===== config.mk =====
export PLATFORM = sky130hd
export DESIGN_NAME = ddr3_cmd_sequencer
export DESIGN_NICKNAME = d
export VERILOG_FILES = /design/src/rtl/ddr3_cmd_sequencer.sv
export SDC_FILE = /design/constraint.sdc
export NUM_CORES = 1
export LEC_CHECK = 0
export ABC_AREA = 1
export CAP_MARGIN = 20
export CORE_MARGIN = 5
export CORE_UTILIZATION = 59
export CTS_CLUSTER_SIZE = 24
export DETAILED_ROUTE_END_ITERATION = 7
export PLACE_DENSITY = 0.84
export SYNTH_ARGS = -nofsm -noshare
export SYNTH_HDL_FRONTEND = slang
export SYNTH_SLANG_ARGS = --single-unit

===== constraint.sdc =====
create_clock -name CPU_CLK -period 2.35 [get_ports CPU_CLK]
set_input_delay 0.47 -clock CPU_CLK [delete_from_list [all_inputs] [get_ports CPU_CLK]]
set_output_delay 0.47 -clock CPU_CLK [all_outputs]
set_load 0.01 [all_outputs]

===== src/rtl/ddr3_cmd_sequencer.sv =====
// ddr3_cmd_sequencer
// Closed-page command sequencer for one x8 DDR3 rank. Each accepted request
// becomes one ACT -> RD/WR -> PRE sequence. Periodic REFRESH is issued from
// IDLE whenever the refresh interval has elapsed. DQ/DQS/DM are handled by the
// datapath, which aligns to the RD_ISSUE/WR_ISSUE strobes.
//
// Ports
//   CPU_CLK, RESET_N        clock, synchronous active-low reset
//   ADDR_VALID, CMD, ADDR   request channel (CMD 1 = write, 0 = read)
//   REQ_RDY                 request accepted when ADDR_VALID & REQ_RDY
//   CS_N/RAS_N/CAS_N/WE_N   DRAM command pins
//   BA, MADDR               DRAM bank and address bus
//   RD_ISSUE, WR_ISSUE      one-cycle strobes in the RD/WR command cycle
//   BUSY                    high whenever the sequencer is not IDLE
module ddr3_cmd_sequencer #(
    parameter int T_INIT   = 500,
    parameter int T_RCD    = 5,
    parameter int T_RAS    = 15,
    parameter int T_RD2PRE = 4,
    parameter int T_WR2PRE = 14,
    parameter int T_RP     = 5,
    parameter int T_RFC    = 44,
    parameter int T_REFI   = 3120
) (
    input  logic        CPU_CLK,
    input  logic        RESET_N,
    input  logic        ADDR_VALID,
    input  logic        CMD,
    input  logic [31:0] ADDR,
    output logic        REQ_RDY,
    output logic        CS_N,
    output logic        RAS_N,
    output logic        CAS_N,
    output logic        WE_N,
    output logic [2:0]  BA,
    output logic [14:0] MADDR,
    output logic        RD_ISSUE,
    output logic        WR_ISSUE,
    output logic        BUSY
);

    localparam int TW = 8;   // timing counter width
    localparam int LW = 16;  // init / refresh-interval counter width

    localparam logic [TW-1:0] RCD_LD    = TW'(T_RCD - 1);
    localparam logic [TW-1:0] RAS_LD    = TW'(T_RAS - 1);
    localparam logic [TW-1:0] RD2PRE_LD = TW'(T_RD2PRE - 1);
    localparam logic [TW-1:0] WR2PRE_LD = TW'(T_WR2PRE - 1);
    localparam logic [TW-1:0] RP_LD     = TW'(T_RP - 1);
    localparam logic [TW-1:0] RFC_LD    = TW'(T_RFC - 1);
    localparam logic [LW-1:0] INIT_LAST = LW'(T_INIT - 1);
    localparam logic [LW-1:0] REFI_LD   = LW'(T_REFI - 1);

    // {CS_N, RAS_N, CAS_N, WE_N}
    localparam logic [3:0] C_DESEL = 4'b1111;
    localparam logic [3:0] C_NOP   = 4'b0111;
    localparam logic [3:0] C_ACT   = 4'b0011;
    localparam logic [3:0] C_RD    = 4'b0101;
    localparam logic [3:0] C_WR    = 4'b0100;
    localparam logic [3:0] C_PRE   = 4'b0010;
    localparam logic [3:0] C_REF   = 4'b0001;

    typedef enum logic [3:0] {
        S_INIT, S_IDLE, S_ACT, S_WAIT_RCD, S_RDWR,
        S_WAIT_PRE, S_PRE, S_WAIT_RP, S_REF, S_WAIT_RFC
    } state_t;

    state_t          state_q, state_d;
    logic [LW-1:0]   init_cnt_q, init_cnt_d;
    logic [LW-1:0]   refi_q, refi_d;
    logic            ref_pend_q, ref_pend_d;
    logic [TW-1:0]   tmr_q, tmr_d;      // shared tRCD / post / tRP / tRFC timer
    logic [TW-1:0]   ras_q, ras_d;
    logic            cmd_wr_q, cmd_wr_d;
    logic [2:0]      ba_q, ba_d;
    logic [14:0]     row_q, row_d;
    logic [9:0]      col_q, col_d;
    logic [3:0]      pins_q, pins_d;
    logic [14:0]     maddr_q, maddr_d;
    logic            rd_q, rd_d, wr_q, wr_d;
    logic            req_rdy_q, req_rdy_d;
    logic            busy_q, busy_d;

    logic            refi_expire;
    logic [TW-1:0]   post_ld;
    logic            unused_addr_bits;

    assign unused_addr_bits = ^{ADDR[31:28], ADDR[2:0]};

    function automatic logic [TW-1:0] sat_dec(input logic [TW-1:0] v);
        return (v == '0) ? v : v - TW'(1);
    endfunction

    // A timer value of 1 (or 0) means the timer reaches 0 on this edge, so the
    // following state is entered exactly T cycles after the load cycle.
    function automatic logic done(input logic [TW-1:0] v);
        return v <= TW'(1);
    endfunction

    assign refi_expire = (state_q != S_INIT) && (refi_q == '0);
    assign post_ld     = cmd_wr_q ? WR2PRE_LD : RD2PRE_LD;

    always_comb begin
        state_d    = state_q;
        init_cnt_d = init_cnt_q;
        tmr_d      = sat_dec(tmr_q);
        ras_d      = sat_dec(ras_q);
        cmd_wr_d   = cmd_wr_q;
        ba_d       = ba_q;
        row_d      = row_q;
        col_d      = col_q;
        refi_d     = refi_q;
        if (state_q != S_INIT) begin
            refi_d = refi_expire ? REFI_LD : refi_q - LW'(1);
        end
        // A new expiry wins over the clear from a same-cycle REF; a second
        // expiry while already pending simply leaves the flag set.
        ref_pend_d = refi_expire | (ref_pend_q & (state_q != S_REF));

        case (state_q)
            S_INIT: begin
                if (init_cnt_q == INIT_LAST) begin
                    state_d = S_IDLE;
                    refi_d  = REFI_LD;
                end else begin
                    init_cnt_d = init_cnt_q + LW'(1);
                end
            end
            S_IDLE: begin
                if (ref_pend_q) begin
                    state_d = S_REF;
                end else if (ADDR_VALID) begin
                    state_d  = S_ACT;
                    cmd_wr_d = CMD;
                    ba_d     = ADDR[12:10];
                    row_d    = ADDR[27:13];
                    col_d    = {ADDR[9:3], 3'b000};
                end
            end
            S_ACT: begin
                tmr_d   = RCD_LD;
                ras_d   = RAS_LD;
                state_d = (RCD_LD == '0) ? S_RDWR : S_WAIT_RCD;
            end
            S_WAIT_RCD: if (done(tmr_q)) state_d = S_RDWR;
            S_RDWR: begin
                tmr_d   = post_ld;
                state_d = ((post_ld == '0) && done(ras_q)) ? S_PRE : S_WAIT_PRE;
            end
            S_WAIT_PRE: if (done(tmr_q) && done(ras_q)) state_d = S_PRE;
            S_PRE: begin
                tmr_d   = RP_LD;
                state_d = (RP_LD == '0) ? S_IDLE : S_WAIT_RP;
            end
            S_WAIT_RP: if (done(tmr_q)) state_d = S_IDLE;
            S_REF: begin
                tmr_d   = RFC_LD;
                state_d = (RFC_LD == '0) ? S_IDLE : S_WAIT_RFC;
            end
            S_WAIT_RFC: if (done(tmr_q)) state_d = S_IDLE;
            default: state_d = S_INIT;
        endcase

        // Outputs are decoded from the next state so the pins line up with
        // the registered state.
        pins_d  = (state_d == S_INIT) ? C_DESEL : C_NOP;
        maddr_d = '0;
        rd_d    = 1'b0;
        wr_d    = 1'b0;
        case (state_d)
            S_ACT: begin
                pins_d  = C_ACT;
                maddr_d = row_d;
            end
            S_RDWR: begin
                pins_d  = cmd_wr_d ? C_WR : C_RD;
                maddr_d = {5'b0, col_d};
                rd_d    = ~cmd_wr_d;
                wr_d    = cmd_wr_d;
            end
            S_PRE:   pins_d = C_PRE;
            S_REF:   pins_d = C_REF;
            default: ;
        endcase
        req_rdy_d = (state_d == S_IDLE) && !ref_pend_d;
        busy_d    = (state_d != S_IDLE);
    end

    always_ff @(posedge CPU_CLK) begin
        if (!RESET_N) begin
            state_q    <= S_INIT;
            init_cnt_q <= '0;
            refi_q     <= '0;
            ref_pend_q <= 1'b0;
            tmr_q      <= '0;
            ras_q      <= '0;
            cmd_wr_q   <= 1'b0;
            ba_q       <= '0;
            row_q      <= '0;
            col_q      <= '0;
            pins_q     <= C_DESEL;
            maddr_q    <= '0;
            rd_q       <= 1'b0;
            wr_q       <= 1'b0;
            req_rdy_q  <= 1'b0;
            busy_q     <= 1'b1;
        end else begin
            state_q    <= state_d;
            init_cnt_q <= init_cnt_d;
            refi_q     <= refi_d;
            ref_pend_q <= ref_pend_d;
            tmr_q      <= tmr_d;
            ras_q      <= ras_d;
            cmd_wr_q   <= cmd_wr_d;
            ba_q       <= ba_d;
            row_q      <= row_d;
            col_q      <= col_d;
            pins_q     <= pins_d;
            maddr_q    <= maddr_d;
            rd_q       <= rd_d;
            wr_q       <= wr_d;
            req_rdy_q  <= req_rdy_d;
            busy_q     <= busy_d;
        end
    end

    assign {CS_N, RAS_N, CAS_N, WE_N} = pins_q;
    assign BA       = ba_q;
    assign MADDR    = maddr_q;
    assign RD_ISSUE = rd_q;
    assign WR_ISSUE = wr_q;
    assign REQ_RDY  = req_rdy_q;
    assign BUSY     = busy_q;

endmodule


# Word-level counts from Yosys, hierarchy flattened
# Index checks and enable logic that the tools add are counted.
# word_totals
reg_bits	105
output_inout_bits	26
wordCells	96
# op_classes
n_addsub	4
n_lt_le_gt_ge	2
eq_ne	19
n_mux	30
bitwise_logic	6
n_reduce_logical	18
# ops
cell	n
$mux 16	4
$mux 15	3
$mux 4	10
$pmux 4 s9	1
$mux 10	3
$pmux 15 s2	1
$eq 4x3->1 const B	6
$logic_not 8->1	3
$pmux 8 s3	1
$add 16x1->16 const B	1
$eq 16x9->1 const B	1
$le 8x1->1 const B	2
$logic_not 16->1	1
$pmux 4 s4	1
$sub 16x1->16 const B	1
$sub 8x1->8 const B	2
$eq 4x2->1 const B	3
$eq 4x4->1 const B	3
$eq 4x1->1 const B	2
$logic_not 4->1	2
$mux 8	1
$reduce_or 2->1	3
$logic_and 1x1->1	4
$mux 1	4
other kinds (12)	16

# Depth between registers and ports, before layout
# depth
ltp_word	8
ltp_mapped	13

# Worst setup path before layout
# No wires, ideal clock.
# synth_timing
kind	register -> register
startpoint	reg init_cnt_q[0]
endpoint	reg refi_q[12]
setup_ns	0.123
arrival_time_ns	1.445
t_required_ns	2.227
slack_ns	0.782
stages_incl_launch_ff	10
n_path_buf	1
synth_period_minus_slack_ns	1.568
cell_sequence	dfxtp_1 > ha_1 > clkbuf_1 > nand3_1 > nor2_1 > nand3_1 > nand2_1 > inv_1 > nand2_1 > nor2_1
# synth_between
elab_chain_len	3
# synth_lines
element	line_no	source
start: declaration	69	logic [LW-1:0] init_cnt_q, init_cnt_d;
start signal: assignment	209	init_cnt_q <= init_cnt_d;
$eq 16x9->1	122	if (init_cnt_q == INIT_LAST) begin
$mux 16	122	
$mux 16	120	case (state_q)
end signal: assignment	210	refi_q <= refi_d;
end: declaration	70	logic [LW-1:0] refi_q, refi_d;
# Every way passes these cells.
# A chain may end at the register's enable or synchronous reset.

# Final worst setup path
# layout_timing
startpoint	reg init_cnt_q[0]
endpoint	reg refi_q[7]
# The elaborated chain is that of the path after synthesis.

==> flow_metrics.py <==
metrics = {
    "drt": {
        "remaining_drc_errors": 0,
        "vias": 4325,
        "wl_per_cell_um": 12.7,
        "drt-initial-drc-count": 227,
        "antenna_left": 0,
        "dr.pass1.iters": 4,
        "routed_via_density": 5.17,
        "wl_um": 10600,
    },
    "cts": {
        "ctsResizeCount": 0,
        "clkSinkCount": 105,
        "clk_transition_reported_paths_ns": 0.11,
        "cts_hold_buf": 0,
        "max-clock-path-buffers": 2,
        "cts_buffers": 9,
        "cts_root_buf": "clkbuf_8",
        "clk-insertion-delay-late_ns": 0.37,
        "post_cts_buffers": 0,
        "cts_tree": "built",
        "h-tree-depth": 3,
    },
    "placed_design": {
        "place.gp.congestion": 0.926,
        "portBuffers": 54,
        "hpwl_um": 7720,
    },
    "die": {
        "io-pin-count": 62,
        "placementRows": 32,
        "die_w_um": 100,
        "coreArea_mm2": 0.00781,
        "die_h_um": 100,
        "die-area_mm2": 0.0100,
        "start_util_pct": 61.3,
    },
    "grt": {
        "grt_overflow": 0,
        "antenna_found_initial": 0,
        "grt_pass1_wl_um": 18400,
        "grt_max_degree": 37,
        "grt_usage_pct": 22.2,
        "grt_pass1_vias": 4263,
    },
    "timing": {
        "holdWs_ns": 0.465,
        "skew_ns": 0.0115,
        "finalSetupViolations": 0,
        "max_freq_ghz": 0.524,
        "min_period_ns": 1.91,
        "rsz0062_at_grt": "false",
        "hold_violations": 0,
        "tightest_slew_ns": 0.608,
        "maxSlewHeadroom_pct": 59.2,
        "setup_tns_ns": 0,
        "finalCritPeriodShare_pct": 81.2,
        "maxSlewViolCount": 0,
    },
    "synth": {
        "syn_area_per_cell_um2": 7.11,
        "ys_seq_area_share_pct": 43.9,
        "yosysTopAreaCell": "dfxtp_1",
        "synth_top_area_share_pct": 43.9,
        "synth_warnings": 0,
        "syn_nets": 717,
        "synth_area_leaders": "dfxtp_1 44%, nand2_1 12%, nor2_1 9.3%",
        "synthDistinctLibCells": 36,
        "syn-cell-area_mm2": 0.00478,
        "ys_seq_elements": 105,
        "synth_cells": 673,
    },
    "layout": {
        "final_nets": 774,
        "drive_gt1_share_pct": 7.21,
        "register_area_mm2": 0.00210,
        "fillerInstances": 627,
        "area_growth_pct": 18.1,
        "multi_input_area_mm2": 0.00229,
        "diodes": 0,
    },
    "power": {
        "power.total_mw": 4.10,
        "total_leakage_power_nw": 2.50,
        "powerDensity_mw_per_mm2": 726,
        "ir_worst_vdd_uv": 395,
    },
    "run": {
        "maxCapViolCount": 0,
    },
    "critical_path": {
        "worstSetupEndpointType": "register",
        "cp_cell_sequence": "ha_1 -> nand3_1 -> nor2_1 -> nand3_1 -> nand2_1 -> inv_1 -> nand2_1 -> nor2_1",
        "slowest_stage": "dfxtp_1",
        "worstPathArrival_ns": 2.16,
        "start_kind": "register",
        "worst-setup-path-type": "reg2reg",
        "slowest_delay_ns": 0.44,
        "crit_fanout": 9,
        "crit_required_ns": 2.61,
    },
    "status": {
        "run_status": "completed",
    },
    "worst_hold_path": {
        "hp-class": "reg2reg",
    },
}
[final cells by class]
cell class,count,area share [%]
Inverter,81,5.42
Clock buffer,9,2.19
Multi-Input combinational cell,471,40.6
Clock inverter,7,1.48
Sequential cell,105,37.2
Timing Repair Buffer,62,10.8
Tap cell,102,2.26
[worst paths after layout]
kind	start	end	slack (ns)	depth (start not counted)
worst max-delay path	init_cnt_q[0]	refi_q[7]	0.44	8
worst min-delay path	col_q[0]	col_q[0]	0.47	2
worst max register to register	init_cnt_q[0]	refi_q[7]	0.44	8
worst min register to register	col_q[0]	col_q[0]	0.47	2
[cells in the final DEF (no fill, tap or decap), types with 4 or more instances in the layout]
cell / instances
inv_1: 76
nand2_1: 154
inv_2: 4
a21oi_1: 33
nand2_2: 5
xor2_1: 22
or2_2: 9
clkdlybuf4s50_1: 54
nand3_1: 32
xnor2_1: 5
nor2_1: 119
nor3_1: 14
ha_1: 8
o21ai_0: 38
clkbuf_8: 9
a211oi_1: 4
nand4_1: 7
buf_4: 7
dfxtp_1: 105
[report_power, final]
part           switching [mW]  internal (mW)  total [mW]
Clock                   0.700          0.431        1.13
Combinational           0.598          0.382       0.980
Sequential             0.0854           1.91        1.99
Total                    1.38           2.72        4.10
[synthesized netlist by cell type, drive strengths merged]
library cell and n:
xor2 22, or2 9, nand4 8, a31oi 3, o31ai 1, ha 8, dfxtp 105, nand3b 1
nor3 15, o21bai 1, xnor2 5, a21oi 33, buf 11, inv 81, a211oi 4, nor4 1
nor2 126, o21ai 40, o21a 1, and3 1, nand3 32, nand2 160, clkbuf 5
[flip-flops by register name (all words and copies together) (netlist names), 3 cells and up]
name and cells:
ras_q 8, tmr_q 8, MADDR 15, row_q 15, refi_q 16, state_q 4
pins_q 4, BA 3, init_cnt_q 16, col_q 10
[critical path: cells and delay by family, from the launching register on]
family,cells,cell delay [ns]
fa+ha+maj,1,0.36
buf+inv,1,0.09
flops,1,0.44
simple gates,6,0.91
[layer usage]
metal	routed length, um	vias to the layer above	GRT usage (%)
li1	-	2224	-
met1	4630	1961	27.6
met2	5110	114	37.5
met3	568	26	4.93
met4	282	0	8.70
met5	0	-	0
[cell families (layout without fill, tap and decap cells)]
logic type | Yosys count | after routing | share of synthesized area, %
adder cells (fa/ha/maj) | 8 | 8 | 2.09
XOR/XNOR | 27 | 27 | 4.94
buffers and inverters | 97 | 159 | 8.11
AO/OA/AOI/OAI | 83 | 83 | 9.13
AND/OR/NAND/NOR | 353 | 353 | 31.8
flip-flops | 105 | 105 | 43.9
[per-stage QoR]
| step | instance area, um2 | util (%) | worst slack [ns] | instances |
|---|---|---|---|---|
| 2_1_floorplan | 4780 | - | 0.782 | 673 |
| 3_3_place_gp | 5440 | 69.7 | 0.273 | 821 |
| 3_5_place_dp | 5440 | 69.7 | 0.198 | 821 |
| 4_1_cts | 5650 | 72.4 | 0.444 | 837 |
| 5_1_grt | 5650 | 72.4 | 0.202 | 837 |
| 6_report | 5650 | 72.4 | 0.443 | 837 |
Power figures use the tool's default switching activity.
